**src/rtl/gan_inference_sequencer_pkg.sv**
```systemverilog
// Shared types and constants for the GAN inference sequencer slice.
package gan_seq_pkg;

  localparam int NUM_WORDS      = 10;
  localparam int IDX_W          = 4;
  localparam int Q15_W          = 16;
  localparam int TIMEOUT_CYCLES = 1024;

  typedef enum logic [1:0] {
    ST_IDLE  = 2'd0,
    ST_START = 2'd1,
    ST_WAIT  = 2'd2,
    ST_SEND  = 2'd3
  } seq_state_e;

  function automatic logic is_last_idx(input logic [IDX_W-1:0] idx);
    return idx == IDX_W'(NUM_WORDS - 1);
  endfunction

endpackage

```
**src/rtl/gan_inference_sequencer_if.sv**
```systemverilog
// Noise input stream, GAN core port bundle and result output stream.
interface gan_inference_sequencer_if #(
  parameter int DATA_W = 16
);
  logic                            in_valid;
  logic                            in_ready;
  logic [DATA_W-1:0]               in_noise_0;
  logic [DATA_W-1:0]               in_noise_1;
  logic                            core_start;
  logic [DATA_W-1:0]               core_noise_0;
  logic [DATA_W-1:0]               core_noise_1;
  logic [DATA_W-1:0]               core_gen_image_0;
  logic [DATA_W-1:0]               core_gen_image_1;
  logic [DATA_W-1:0]               core_gen_image_2;
  logic [DATA_W-1:0]               core_gen_image_3;
  logic [DATA_W-1:0]               core_gen_image_4;
  logic [DATA_W-1:0]               core_gen_image_5;
  logic [DATA_W-1:0]               core_gen_image_6;
  logic [DATA_W-1:0]               core_gen_image_7;
  logic [DATA_W-1:0]               core_gen_image_8;
  logic [DATA_W-1:0]               core_disc_prob;
  logic                            core_done;
  logic                            out_valid;
  logic                            out_ready;
  logic [DATA_W-1:0]               out_data;
  logic [gan_seq_pkg::IDX_W-1:0]   out_index;
  logic                            out_last;

  // Sequencer side
  modport master (
    input  in_valid, in_noise_0, in_noise_1,
    input  core_gen_image_0, core_gen_image_1, core_gen_image_2,
    input  core_gen_image_3, core_gen_image_4, core_gen_image_5,
    input  core_gen_image_6, core_gen_image_7, core_gen_image_8,
    input  core_disc_prob, core_done, out_ready,
    output in_ready, core_start, core_noise_0, core_noise_1,
    output out_valid, out_data, out_index, out_last
  );

  // Host, core and sink side
  modport slave (
    output in_valid, in_noise_0, in_noise_1,
    output core_gen_image_0, core_gen_image_1, core_gen_image_2,
    output core_gen_image_3, core_gen_image_4, core_gen_image_5,
    output core_gen_image_6, core_gen_image_7, core_gen_image_8,
    output core_disc_prob, core_done, out_ready,
    input  in_ready, core_start, core_noise_0, core_noise_1,
    input  out_valid, out_data, out_index, out_last
  );
endinterface

```
**src/rtl/gan_inference_sequencer_serializer.sv**
```systemverilog
// Captures one 10-word GAN result and streams it out with valid/ready,
// holding data and index stable while the sink stalls.
module gan_result_serializer
  import gan_seq_pkg::*;
#(
  parameter int DATA_W = Q15_W
) (
  input  logic                            clk,
  input  logic                            rst_n,
  input  logic                            load,
  input  logic [NUM_WORDS-1:0][DATA_W-1:0] words,
  input  logic                            out_ready,
  output logic                            out_valid,
  output logic [DATA_W-1:0]               out_data,
  output logic [IDX_W-1:0]                out_index,
  output logic                            out_last,
  output logic                            last_accepted
);

  logic [NUM_WORDS-1:0][DATA_W-1:0] cap_r;
  logic                             valid_r;
  logic                             last_r;
  logic [DATA_W-1:0]                data_r;
  logic [IDX_W-1:0]                 idx_r;
  logic [IDX_W-1:0]                 next_idx_s;
  logic                             accept_s;

  assign accept_s      = valid_r & out_ready;
  assign next_idx_s    = idx_r + IDX_W'(1);
  assign last_accepted = accept_s & is_last_idx(idx_r);

  // Capture buffer, index counter and registered stream outputs
  always_ff @(posedge clk or negedge rst_n) begin
    if (!rst_n) begin
      cap_r   <= '0;
      valid_r <= 1'b0;
      last_r  <= 1'b0;
      data_r  <= '0;
      idx_r   <= '0;
    end else if (load) begin
      cap_r   <= words;
      valid_r <= 1'b1;
      last_r  <= 1'b0;
      data_r  <= words[0];
      idx_r   <= '0;
    end else if (accept_s) begin
      if (is_last_idx(idx_r)) begin
        valid_r <= 1'b0;
        last_r  <= 1'b0;
        data_r  <= '0;
        idx_r   <= '0;
      end else begin
        idx_r   <= next_idx_s;
        data_r  <= cap_r[next_idx_s];
        last_r  <= is_last_idx(next_idx_s);
      end
    end else begin
      valid_r <= valid_r;
    end
  end

  assign out_valid = valid_r;
  assign out_data  = data_r;
  assign out_index = idx_r;
  assign out_last  = last_r;

endmodule

```
**src/rtl/gan_inference_sequencer.sv**
```systemverilog
// Issues one GAN core inference per accepted noise pair, waits for done with
// a timeout, and hands the captured image/probability to the serializer.
module gan_inference_sequencer
  import gan_seq_pkg::*;
#(
  parameter int DATA_W         = Q15_W,
  parameter int TIMEOUT_CYCLES = gan_seq_pkg::TIMEOUT_CYCLES
) (
  input  logic                      clk,
  input  logic                      rst_n,
  gan_inference_sequencer_if.master bus,
  output logic                      busy,
  output logic                      timeout_err,
  output logic [15:0]               sample_count
);

  localparam int              CNT_W    = $clog2(TIMEOUT_CYCLES);
  localparam logic [CNT_W-1:0] CNT_LAST = CNT_W'(TIMEOUT_CYCLES - 1);

  seq_state_e                       state_r;
  logic                             core_start_r;
  logic [DATA_W-1:0]                noise_0_r;
  logic [DATA_W-1:0]                noise_1_r;
  logic                             busy_r;
  logic                             timeout_err_r;
  logic [15:0]                      sample_count_r;
  logic [CNT_W-1:0]                 cnt_r;
  logic                             load_s;
  logic                             last_accepted_s;
  logic [NUM_WORDS-1:0][DATA_W-1:0] words_s;
  logic                             out_valid_s;
  logic [DATA_W-1:0]                out_data_s;
  logic [IDX_W-1:0]                 out_index_s;
  logic                             out_last_s;

  assign load_s  = (state_r == ST_WAIT) & bus.core_done;
  assign words_s = {bus.core_disc_prob,
                    bus.core_gen_image_8, bus.core_gen_image_7, bus.core_gen_image_6,
                    bus.core_gen_image_5, bus.core_gen_image_4, bus.core_gen_image_3,
                    bus.core_gen_image_2, bus.core_gen_image_1, bus.core_gen_image_0};

  // Sequencer FSM with noise latch, timeout counter and status registers
  always_ff @(posedge clk or negedge rst_n) begin
    if (!rst_n) begin
      state_r        <= ST_IDLE;
      core_start_r   <= 1'b0;
      noise_0_r      <= '0;
      noise_1_r      <= '0;
      busy_r         <= 1'b0;
      timeout_err_r  <= 1'b0;
      sample_count_r <= 16'd0;
      cnt_r          <= '0;
    end else begin
      case (state_r)
        ST_IDLE: begin
          if (bus.in_valid) begin
            noise_0_r    <= bus.in_noise_0;
            noise_1_r    <= bus.in_noise_1;
            cnt_r        <= '0;
            core_start_r <= 1'b1;
            busy_r       <= 1'b1;
            state_r      <= ST_START;
          end
        end
        ST_START: begin
          core_start_r <= 1'b0;
          state_r      <= ST_WAIT;
        end
        ST_WAIT: begin
          // done takes priority over a timeout landing on the same cycle
          if (bus.core_done) begin
            state_r <= ST_SEND;
          end else if (cnt_r == CNT_LAST) begin
            timeout_err_r <= 1'b1;
            busy_r        <= 1'b0;
            state_r       <= ST_IDLE;
          end else begin
            cnt_r <= cnt_r + CNT_W'(1);
          end
        end
        ST_SEND: begin
          if (last_accepted_s) begin
            sample_count_r <= sample_count_r + 16'd1;
            busy_r         <= 1'b0;
            state_r        <= ST_IDLE;
          end
        end
        default: begin
          core_start_r <= 1'b0;
          busy_r       <= 1'b0;
          state_r      <= ST_IDLE;
        end
      endcase
    end
  end

  gan_result_serializer #(
    .DATA_W (DATA_W)
  ) u_serializer (
    .clk           (clk),
    .rst_n         (rst_n),
    .load          (load_s),
    .words         (words_s),
    .out_ready     (bus.out_ready),
    .out_valid     (out_valid_s),
    .out_data      (out_data_s),
    .out_index     (out_index_s),
    .out_last      (out_last_s),
    .last_accepted (last_accepted_s)
  );

  assign bus.in_ready     = (state_r == ST_IDLE);
  assign bus.core_start   = core_start_r;
  assign bus.core_noise_0 = noise_0_r;
  assign bus.core_noise_1 = noise_1_r;
  assign bus.out_valid    = out_valid_s;
  assign bus.out_data     = out_data_s;
  assign bus.out_index    = out_index_s;
  assign bus.out_last     = out_last_s;
  assign busy             = busy_r;
  assign timeout_err      = timeout_err_r;
  assign sample_count     = sample_count_r;

endmodule
```
**src/flat_wrapper.sv**
```systemverilog
// flat-port wrapper written by rule: the top's interface ports become plain ports
module gan_inference_sequencer_flat import gan_seq_pkg::*;
#(
  parameter int DATA_W         = Q15_W,
  parameter int TIMEOUT_CYCLES = gan_seq_pkg::TIMEOUT_CYCLES
)
  (clk, rst_n, busy, timeout_err, sample_count, bus_in_valid, bus_in_noise_0, bus_in_noise_1, bus_core_gen_image_0, bus_core_gen_image_1, bus_core_gen_image_2, bus_core_gen_image_3, bus_core_gen_image_4, bus_core_gen_image_5, bus_core_gen_image_6, bus_core_gen_image_7, bus_core_gen_image_8, bus_core_disc_prob, bus_core_done, bus_out_ready, bus_in_ready, bus_core_start, bus_core_noise_0, bus_core_noise_1, bus_out_valid, bus_out_data, bus_out_index, bus_out_last);
  gan_inference_sequencer_if #(.DATA_W(DATA_W)) bus_i ();
  input  logic clk;
  input  logic rst_n;
  output logic busy;
  output logic timeout_err;
  output logic [15:0] sample_count;
  input wire logic [$bits(bus_i.in_valid)-1:0] bus_in_valid;
  input wire logic [$bits(bus_i.in_noise_0)-1:0] bus_in_noise_0;
  input wire logic [$bits(bus_i.in_noise_1)-1:0] bus_in_noise_1;
  input wire logic [$bits(bus_i.core_gen_image_0)-1:0] bus_core_gen_image_0;
  input wire logic [$bits(bus_i.core_gen_image_1)-1:0] bus_core_gen_image_1;
  input wire logic [$bits(bus_i.core_gen_image_2)-1:0] bus_core_gen_image_2;
  input wire logic [$bits(bus_i.core_gen_image_3)-1:0] bus_core_gen_image_3;
  input wire logic [$bits(bus_i.core_gen_image_4)-1:0] bus_core_gen_image_4;
  input wire logic [$bits(bus_i.core_gen_image_5)-1:0] bus_core_gen_image_5;
  input wire logic [$bits(bus_i.core_gen_image_6)-1:0] bus_core_gen_image_6;
  input wire logic [$bits(bus_i.core_gen_image_7)-1:0] bus_core_gen_image_7;
  input wire logic [$bits(bus_i.core_gen_image_8)-1:0] bus_core_gen_image_8;
  input wire logic [$bits(bus_i.core_disc_prob)-1:0] bus_core_disc_prob;
  input wire logic [$bits(bus_i.core_done)-1:0] bus_core_done;
  input wire logic [$bits(bus_i.out_ready)-1:0] bus_out_ready;
  output wire logic [$bits(bus_i.in_ready)-1:0] bus_in_ready;
  output wire logic [$bits(bus_i.core_start)-1:0] bus_core_start;
  output wire logic [$bits(bus_i.core_noise_0)-1:0] bus_core_noise_0;
  output wire logic [$bits(bus_i.core_noise_1)-1:0] bus_core_noise_1;
  output wire logic [$bits(bus_i.out_valid)-1:0] bus_out_valid;
  output wire logic [$bits(bus_i.out_data)-1:0] bus_out_data;
  output wire logic [$bits(bus_i.out_index)-1:0] bus_out_index;
  output wire logic [$bits(bus_i.out_last)-1:0] bus_out_last;
  assign bus_i.in_valid = bus_in_valid;
  assign bus_i.in_noise_0 = bus_in_noise_0;
  assign bus_i.in_noise_1 = bus_in_noise_1;
  assign bus_i.core_gen_image_0 = bus_core_gen_image_0;
  assign bus_i.core_gen_image_1 = bus_core_gen_image_1;
  assign bus_i.core_gen_image_2 = bus_core_gen_image_2;
  assign bus_i.core_gen_image_3 = bus_core_gen_image_3;
  assign bus_i.core_gen_image_4 = bus_core_gen_image_4;
  assign bus_i.core_gen_image_5 = bus_core_gen_image_5;
  assign bus_i.core_gen_image_6 = bus_core_gen_image_6;
  assign bus_i.core_gen_image_7 = bus_core_gen_image_7;
  assign bus_i.core_gen_image_8 = bus_core_gen_image_8;
  assign bus_i.core_disc_prob = bus_core_disc_prob;
  assign bus_i.core_done = bus_core_done;
  assign bus_i.out_ready = bus_out_ready;
  assign bus_in_ready = bus_i.in_ready;
  assign bus_core_start = bus_i.core_start;
  assign bus_core_noise_0 = bus_i.core_noise_0;
  assign bus_core_noise_1 = bus_i.core_noise_1;
  assign bus_out_valid = bus_i.out_valid;
  assign bus_out_data = bus_i.out_data;
  assign bus_out_index = bus_i.out_index;
  assign bus_out_last = bus_i.out_last;
  gan_inference_sequencer #(.DATA_W(DATA_W), .TIMEOUT_CYCLES(TIMEOUT_CYCLES)) u_core (.clk(clk), .rst_n(rst_n), .bus(bus_i), .busy(busy), .timeout_err(timeout_err), .sample_count(sample_count));
endmodule
```
**config.mk**
```make
export PLATFORM = sky130hd
export DESIGN_NAME = gan_inference_sequencer_flat
export DESIGN_NICKNAME = d
export VERILOG_FILES = /design/src/rtl/gan_inference_sequencer_pkg.sv /design/src/rtl/gan_inference_sequencer_if.sv /design/src/rtl/gan_inference_sequencer_serializer.sv /design/src/rtl/gan_inference_sequencer.sv /design/src/flat_wrapper.sv
export SDC_FILE = /design/constraint.sdc
export NUM_CORES = 1
export LEC_CHECK = 0
export BUFFER_PORTS_ARGS = -buffer_cell sky130_fd_sc_hd__buf_4
export CORE_MARGIN = 2
export CORE_UTILIZATION = 48
export DETAILED_ROUTE_END_ITERATION = 16
export PLACE_DENSITY = 0.71
export SLEW_MARGIN = 30
export SYNTH_ARGS = -nofsm -noshare
export SYNTH_HDL_FRONTEND = slang
export SYNTH_SLANG_ARGS = --single-unit
```
**constraint.sdc**
```tcl
create_clock -name clk -period 2.25 [get_ports clk]
set_clock_uncertainty 0.1 [all_clocks]
set_input_delay 0.45 -clock clk [delete_from_list [all_inputs] [get_ports clk]]
set_output_delay 0.45 -clock clk [all_outputs]
set_load 0.01 [all_outputs]
```
After elaboration in Yosys (flattened, before gate mapping)
Index checks and enable logic that the tools add are counted.
Widths: inputs -> output; s select.

storage, ports and cells
  register bits = 245
  output and inout bits = 74
  logic and storage cells = 85

cells by class
  $add $sub $neg = 3
  order comparisons = 1
  equality and inequality tests = 12
  mux-type cells = 29
  bitwise logic cells = 4
  reductions and logical operators = 14

operators with widths
  kind                   count
  $bmux 16 s4            1
  $mux 16                4
  $mux 10                3
  $pmux 10 s2            1
  $add 16x1->16 const B  1
  $mux 4                 3
  $add 10x1->10 const B  1
  $eq 10x10->1 const B   1
  $mux 1                 10
  $eq 4x4->1 const B     2
  $mux 2                 4
  $ne 2x2->1 const B     4
  $pmux 2 s4             1
  $reduce_and 2->1       4
  $reduce_bool 2->1      4
  $reduce_and 3->1       2
  $lt 4x5->1 const B     1
  $reduce_and 5->1       1
  $add 4x1->4 const B    1
  $eq 2x2->1 const B     2
  $reduce_and 4->1       1
  $and 1x1->1            3
  $ne 3x3->1 const B     1
  $pmux 1 s3             1
  6 further kinds        6

Longest topological paths before layout
Gate-level depths: netlist of the first run.

  depth after elaboration = 6
  mapped depth = 8
  depth with buffers taken out = 7

Modules after synthesis
Synthesis of the first run repeated with hierarchy kept, for this count alone.

unflattened totals
  cell total of the unflattened synthesis = 786
  area, all modules = 10944.2 µm²

modules (own cells, without submodules)
  module                   times used  cells each  area each (µm²)  sequential area each (µm²)
  gan_result_serializer    1           574         8221.6           4554.4
  gan_inference_sequencer  1           212         2722.6           1576.5

Worst setup path before layout of the first run
Ideal clock, no wire load.

  path type = register to register
  from = reg u_core.u_serializer.idx_r[0] (netlist: u_core.u_serializer.out_index[0])
  to = reg u_core.u_serializer.data_r[6] (netlist: u_core.u_serializer.out_data[6])
  setup time = 70 ps
  arrival time = 1971 ps
  required time = 2080 ps
  path slack = 109 ps
  cell stages (with the launch flop) = 7
  period minus slack after synthesis = 2141 ps
  cell sequence = dfrtp_1 ha_1 or3b_4 a2111oi_4 buf_6 nand2_2 nand4_2

between the ends
  longest elaborated chain between the ends = 6
  elaborated cells between the ends (all ways) = 7
  those cells by class = add/sub: 1; eq/ne: 1; mux: 5

ends and longest elaborated chain
  item                           RTL line                                  text
  start: declaration             gan_inference_sequencer_serializer.sv:24  logic [IDX_W-1:0] idx_r;
  start signal: assignment       gan_inference_sequencer_serializer.sv:53  idx_r <= next_idx_s;
  $add 4x1->4                    gan_inference_sequencer_serializer.sv:29  assign next_idx_s = idx_r + IDX_W'(1);
  $bmux 16 s4                    gan_inference_sequencer_serializer.sv:54  data_r <= cap_r[next_idx_s];
  $mux 16 (not written as such)  gan_inference_sequencer_serializer.sv:54
  $mux 16 (*)                    gan_inference_sequencer_serializer.sv:47  if (is_last_idx(idx_r)) begin
  $mux 16 (*)                    gan_inference_sequencer_serializer.sv:46  end else if (accept_s) begin
  $mux 16 (*)                    gan_inference_sequencer_serializer.sv:40  end else if (load) begin
  end signal: assignment         gan_inference_sequencer_serializer.sv:44  data_r <= words[0];
  end signal: assignment         gan_inference_sequencer_serializer.sv:54
  end: declaration               gan_inference_sequencer_serializer.sv:23  logic [DATA_W-1:0] data_r;

Mark *: on every way between the ends. The rest lies on a longest branch, timed or not. The select of a mux whose other input is x is not followed.
A chain may end at the register's enable or synchronous reset.

Worst setup path in the final report of the first run
  from = reg u_core.u_serializer.idx_r[1] (netlist: u_core.u_serializer.out_index[1])
  to = reg u_core.u_serializer.data_r[13] (netlist: u_core.u_serializer.out_data[13])

The elaborated chain is that of the path after synthesis.

==> summary.txt, run 1 <==
Logic synthesis
  • Yosys reg bits: 245
  • Xor/xnor share of the synthesized area: 1.92%
  • Syn_nets: 1417
  • Avg Cell Area, Syn: 9.00 µm²
  • Largest family of logic cells by synthesized area: simple AND/OR/NAND/NOR gates
  • Netlist Area Pre-Place: 0.0109 mm²
  • Distinct cells, synth: 45
  • Synth Instances: 1215
  • Synth Area in Compound Gates: 3.67%
  • Sequential share of the synthesized area: 56.1%
  • Post-synth top area share: 56.1%
  • Synth top area cells: dfrtp_1 (56%), nand2_1 (21%), mux2i_1 (5.9%)
  • Mux cell area share after synthesis: 7.51%
  • Synth area leader: dfrtp_1
  • Synthesized-area fraction occupied by adder cells: 0.572%
  • Syn. warnings: 0
  • Post-Synth Simple-Gate Area: 27.4%

Setup path
  • Worst EP required: 2.63 ns
  • Worst setup path class: reg -> reg
  • Worst-path fanout max: 16
  • Crit path launch type: register
  • Crit path DAT: 2.53 ns
  • R2R Path Start: u_core.u_serializer.out_index[1]
  • Setup crit end kind: register
  • Setup crit start: u_core.u_serializer.out_index[1]
  • FF-to-FF setup slack: 0.10 ns

Die
  • # IOs: 271
  • Die extent in y: 155 µm
  • Initial core utilization: 48.6%
  • Die Footprint: 0.0240 mm²
  • Core Footprint: 0.0225 mm²
  • Rows: 55
  • Die W: 155 µm

Pwr
  • Lkg Pwr: 8.30 nW
  • Sequential share of power: 38.5%
  • Switching Fraction: 35.7%
  • Peak VDD IR: 725 µV
  • Comb pwr share: 38.0%
  • PD cells: 1180 mW/mm²
  • Psw: 0.00662 W
  • Clock power share: 23.5%
  • Int Power: 0.0119 W

Final layout
  • Share of layout cells above drive strength 1: 24.0%
  • Synthesis-to-finish area growth: 43.9%
  • Diode count: 0
  • Final core utilization: 69.9%
  • Layout Nets: 1821

Routing
  • Vias: 9995
  • Residual DRC count: 0
  • Vias per Instance: 5.19
  • Initial DRC Count: 697
  • 1st-pass router iterations: 5
  • Antenna Violating Nets Remaining: 0
  • WL per Instance: 17.5 µm
  • Routed Wire Length: 33.7 mm

Clock network
  • Clock sinks: 245
  • Worst-path clk slew: 0.06 ns
  • CTS buffer count: 27
  • Htree depth: 1
  • Clk_lat worst skew: 0.55 ns
  • CTS Buffer Depth: 3
  • CTS root buf: clkbuf_16
  • CTS tree: yes

GRT
  • Global route overflow: 0
  • Global-route wire length before repair: 52.8 mm
  • Total track usage: 28.0%
  • Largest net degree at the start of global routing: 162
  • Initial antenna violation count: 0
  • Via count of the first global-routing pass: 10070

Timing
  • Maximum operating frequency: 465 MHz
  • Max Slew Vio Count: 0
  • Measured slew at the worst slew-check pin: 0.773 ns
  • Slew HR: 48.5%
  • Final setup violating endpoints: 0
  • RSZ-0062 raised after global routing: no
  • Final Cycle Share: 95.5%
  • Fin. Hold Viols: 0
  • Fin crit period: 2.15 ns
  • Hold WS: 0.00487 ns

Status
  • Status: completed

Placement
  • IO buf count: 270
  • DP Wirelength: 22.7 mm
  • Placer Congestion: 0.860

Job
  • MaxCap Viol Count: 0

Hold path
  • Hold Startpoint: bus_core_gen_image_1[2]
  • Hold Path Class: in -> reg
## cells by family after synthesis
group | Yosys count
AO/OA/AOI/OAI | 54
XOR/XNOR | 24
adder cells (fa/ha/maj) | 5
buffers and inverters | 73
flip-flops | 245
multiplexers | 80
AND/OR/NAND/NOR | 734
## worst paths after layout
path	endpoint	depth (start not counted)
max	u_core.u_serializer.out_data[13]	7
min reg2reg	u_core.u_serializer.cap_r[150]	2
min	u_core.u_serializer.cap_r[18]	3
min in group asynchronous	u_core.bus.core_noise_0[13]	2
max in group asynchronous	u_core.u_serializer.cap_r[70]	3
max reg2reg	u_core.u_serializer.out_data[13]	7
## sequential cells by signal (all words and copies together) (netlist names)
signal,count
u_core.u_serializer.cap_r,160
u_core.bus.core_noise_0,16
u_core.bus.core_noise_1,16
u_core.sample_count,16
u_core.u_serializer.out_data,16
u_core.cnt_r,10
u_core.u_serializer.out_index,4
u_core.state_r,2
u_core.bus.core_start,1
u_core.busy,1
u_core.timeout_err,1
u_core.u_serializer.out_last,1
u_core.u_serializer.out_valid,1
## routing by layer
layer / GRT usage (%) / vias up / share of wire, %
met5: 0 / - / 0
met4: 10.3 / 0 / 3.6
met3: 3.90 / 89 / 6.4
met2: 48.7 / 427 / 50
met1: 35.9 / 4763 / 40
li1: - / 4716 / -
## what timing repair did
| action | CTS | global route |
|---|---|---|
| hold endpoints to repair | 195 | 0 |
| setup buffers | 0 | 0 |
| hold buffers | 128 | 0 |
| gates resized for setup | 0 | 1 |
| setup endpoints to repair | 0 | 2 |
## stage by stage
stage	area, µm²	total power [W]	setup WS (ns)	instances	setup TNS (ns)
global placement	13600	0.0138	-0.0415	1747	-0.274
finish	15700	0.0185	0.101	1924	0
floorplan	10900	0.0110	0.109	1215	0
detailed placement	13600	0.0140	0.0615	1747	0
global route	15700	0.0196	0.0161	1924	0
CTS	15700	0.0186	0.0615	1924	0
## cell usage in the layout (no fill, tap or decap), types with 2 or more instances in the layout
cell type,count
nand2_1,620
buf_4,296
dfrtp_1,245
dlygate4sd3_1,128
mux2i_1,64
a22oi_1,34
nand3_1,31
clkbuf_16,27
nor2_1,19
nand4_1,19
xnor2_1,17
mux2_2,16
buf_12,15
nand2_2,10
nor3_1,8
clkbuf_1,8
inv_1,7
xor2_1,7
clkbuf_8,7
a21oi_1,5
and3_1,4
o21ai_0,4
ha_1,4
clkinv_2,4
nand3b_1,3
and2_1,3
and4_1,2
and3b_2,2
nand4_2,2
nand2b_1,2
a211oi_1,2
a31oi_1,2
## cell usage after synthesis, drive strengths merged
master	instances
nand2	630
dfrtp	245
mux2i	64
a22oi	34
buf	33
clkbuf	33
nand3	32
nand4	21
nor2	20
xnor2	17
mux2	16
nor3	9
inv	7
xor2	7
a21oi	5
ha	5
o21ai	5
and2	4
and3	4
nand3b	3
a211oi	2
a31oi	2
and3b	2
and4	2
nand2b	2
a2111oi	1
a21boi	1
a21o	1
a31o	1
nand4b	1
nor3b	1
nor4b	1
o211ai	1
o22ai	1
or3	1
or3b	1
## worst max-delay path, stage by stage (launching register included)
cell and delay (ns):
dfrtp_1 0.40, ha_1 0.21, buf_4 0.15, or3b_4 0.40, a2111oi_4 0.44, buf_12 0.21, nand2_1 0.07, nand4_1 0.09
## power groups by stage
| stage | Sequential (W) | Clock, W | Combinational, W |
|---|---|---|---|
| floorplan | 0.00683 | 0 | 0.00413 |
| global placement | 0.00713 | 0 | 0.00664 |
| detailed placement | 0.00714 | 0 | 0.00682 |
| CTS | 0.00710 | 0.00443 | 0.00704 |
| global route | 0.00727 | 0.00461 | 0.00767 |
| finish | 0.00713 | 0.00436 | 0.00705 |
## layout make-up
cell class	instances	area, µm²
Inverter	7	26.3
Tap cell	285	357
Timing Repair Buffer	441	3830
Sequential cell	245	6130
Multi-Input combinational cell	897	4510
Clock buffer	42	802
Fill cell	1725	6770
Clock inverter	7	77.6
No activity file was read; power rests on OpenSTA's default activity.
==> run 2, diff against run 1 <==
- CELL_PAD_IN_SITES_DETAIL_PLACEMENT: unset -> 0
- CELL_PAD_IN_SITES_GLOBAL_PLACEMENT: unset -> 1
- CORE_UTILIZATION: 48 -> 40
- PLACE_DENSITY: 0.71 -> 0.78
==> summary.txt, run 2 (synthesis gave the netlist of run 1 again) <==
Status
  • Status: completed (unchanged)

Routing
  • Antenna Violating Nets Remaining: 0 (unchanged)
  • Routed Wire Length: 31.8 mm (was 33.7 mm)
  • Vias: 9170 (was 9995)
  • Vias per Instance: 4.93 (was 5.19)
  • Residual DRC count: 0 (unchanged)
  • WL per Instance: 17.1 µm (was 17.5 µm)
  • Initial DRC Count: 727 (was 697)
  • 1st-pass router iterations: 4 (was 5)

Die
  • # IOs: 271 (unchanged)
  • Core Footprint: 0.0269 mm² (was 0.0225 mm²)
  • Die extent in y: 169 µm (was 155 µm)
  • Die W: 169 µm (was 155 µm)
  • Rows: 60 (was 55)
  • Die Footprint: 0.0287 mm² (was 0.0240 mm²)
  • Initial core utilization: 40.7% (was 48.6%)

Clock network
  • CTS Buffer Depth: 3 (unchanged)
  • Clock sinks: 245 (unchanged)
  • Post-CTS Setup Inserts: 0 (unchanged)
  • CTS buffer count: 26 (was 27)
  • CTS root buf: clkbuf_16 (unchanged)
  • CTS tree: yes (unchanged)
  • Htree depth: 1 (unchanged)
  • Clk_lat worst skew: 0.52 ns (was 0.55 ns)
  • Worst-path clk slew: 0.07 ns (was 0.06 ns)

Job
  • MaxCap Viol Count: 0 (unchanged)

Timing
  • Slew HR: 71.0% (was 48.5%)
  • RSZ-0062 raised after global routing: no (unchanged)
  • Maximum operating frequency: 478 MHz (was 465 MHz)
  • Setup_tns: 0 ns (unchanged)
  • Final setup violating endpoints: 0 (unchanged)
  • Max Slew Vio Count: 0 (unchanged)
  • Fin. Hold Viols: 0 (unchanged)
  • Final Cycle Share: 93.0% (was 95.5%)
  • Hold WS: 0.0202 ns (was 0.00487 ns)
  • Final worst setup slack: 0.158 ns (was 0.101 ns)
  • Measured slew at the worst slew-check pin: 0.431 ns (was 0.773 ns)
  • Fin crit period: 2.09 ns (was 2.15 ns)

Final layout
  • Max reg flops: 160 (unchanged)
  • Final core utilization: 54.4% (was 69.9%)
  • Synthesis-to-finish area growth: 33.8% (was 43.9%)
  • Non-filler instance count after layout: 1859 (was 1924)
  • Diode count: 0 (unchanged)
  • Most frequent cells in the layout: nand2_1 (620), buf_4 (294), dfrtp_1 (245) (was nand2_1 (620), buf_4 (296), dfrtp_1 (245))
  • Share of layout cells above drive strength 1: 25.8% (was 24.0%)
  • # fillers: 2511 (was 1725)
  • Most common cell after layout, fill and taps aside: nand2_1 (unchanged)
  • Layout Nets: 1701 (was 1821)
  • Most flops, register: u_core.u_serializer.cap_r (unchanged)

GRT
  • Total track usage: 21.9% (was 28.0%)
  • Via count of the first global-routing pass: 9211 (was 10070)
  • Initial antenna violation count: 0 (unchanged)
  • Met3 usage in global routing: 2.89% (was 3.90%)
  • Grt met1 use: 30.7% (was 35.9%)
  • Global route overflow: 0 (unchanged)
  • Largest net degree at the start of global routing: 93 (was 162)
  • Busiest grt layer: met2 (unchanged)
  • M2 GR Usage: 35.9% (was 48.7%)
  • Global-route wire length before repair: 49.7 mm (was 52.8 mm)

Placement
  • DP Wirelength: 23.4 mm (was 22.7 mm)
  • IO buf count: 270 (unchanged)
  • Placer Congestion: 0.872 (was 0.860)
  • Setup WS pre-CTS: 0.167 ns (was 0.0615 ns)
  • Dpl cells: 1802 (was 1747)

Pwr
  • Peak VDD IR: 831 µV (was 725 µV)
  • PD cells: 1250 mW/mm² (was 1180 mW/mm²)
  • Lkg Pwr: 7.80 nW (was 8.30 nW)

Setup path
  • Setup crit end kind: register (unchanged)
  • Worst EP required: 2.61 ns (was 2.63 ns)
  • Crit path launch type: register (unchanged)
  • Worst-path fanout max: 15 (was 16)
  • Crit path DAT: 2.45 ns (was 2.53 ns)
  • Worst setup path class: reg -> reg (unchanged)

Hold path
  • Hold Path Class: in -> reg (unchanged)
-- run 2: worst paths after layout --
kind	cells after the start	to	slack (ns)	start
worst max-delay path	7	u_core.u_serializer.out_data[2]	0.16	u_core.u_serializer.out_index[1]
worst min-delay path	3	u_core.u_serializer.cap_r[57]	0.02	bus_core_gen_image_3[9]
worst max register to register	7	u_core.u_serializer.out_data[2]	0.16	u_core.u_serializer.out_index[1]
worst min register to register	2	u_core.u_serializer.cap_r[151]	0.37	u_core.u_serializer.cap_r[151]
max in group asynchronous	3	u_core.u_serializer.cap_r[53]	1.03	rst_n
min in group asynchronous	2	u_core.sample_count[11]	0.32	rst_n
-- run 2: power by group --
group	internal (W)	total [W]	switching, W
Combinational	0.00318	0.00671	0.00353
Clock	0.00267	0.00440	0.00173
Sequential	0.00602	0.00711	0.00109
-- run 2: timing repair --
item,CTS,global route
hold endpoints to repair,49,0
hold buffers,10,0
resized for setup,0,1
setup endpoints to repair,0,4
-- run 2: cell type report --
| cell class | instances | area, µm² | share of cell area [%] |
|---|---|---|---|
| clock buffer | 37 | 753 | 5.15 |
| multi-input combinational | 897 | 4510 | 30.8 |
| inverter | 7 | 26.3 | 0.180 |
| sequential | 245 | 6130 | 41.9 |
| clock inverter | 10 | 131 | 0.898 |
| timing repair buffer | 322 | 2650 | 18.1 |
| tap | 341 | 427 | 2.92 |
-- run 2: through the flow --
| step | cell area [µm²] | power (W) |
|---|---|---|
| after CTS | 14600 | 0.0184 |
| after global placement | 13600 | 0.0138 |
| after floorplan | 10900 | 0.0110 |
| after global routing | 14600 | 0.0194 |
| final | 14600 | 0.0182 |
| after detailed placement | 13600 | 0.0139 |
-- run 2: worst max-delay path, cell delays in order (launching register included) --
cell and delay (ns):
dfrtp_1 0.42, inv_1 0.12, ha_4 0.34, buf_4 0.28, mux2i_1 0.11, a22oi_1 0.33
nand3_1 0.21, nand4_1 0.11
-- run 2: layer usage --
layer  wire length [µm]  vias up
met2              14900      285
met3               1600       40
met5                  0        -
li1                   -     4486
met1              14400     4359
met4                802        0
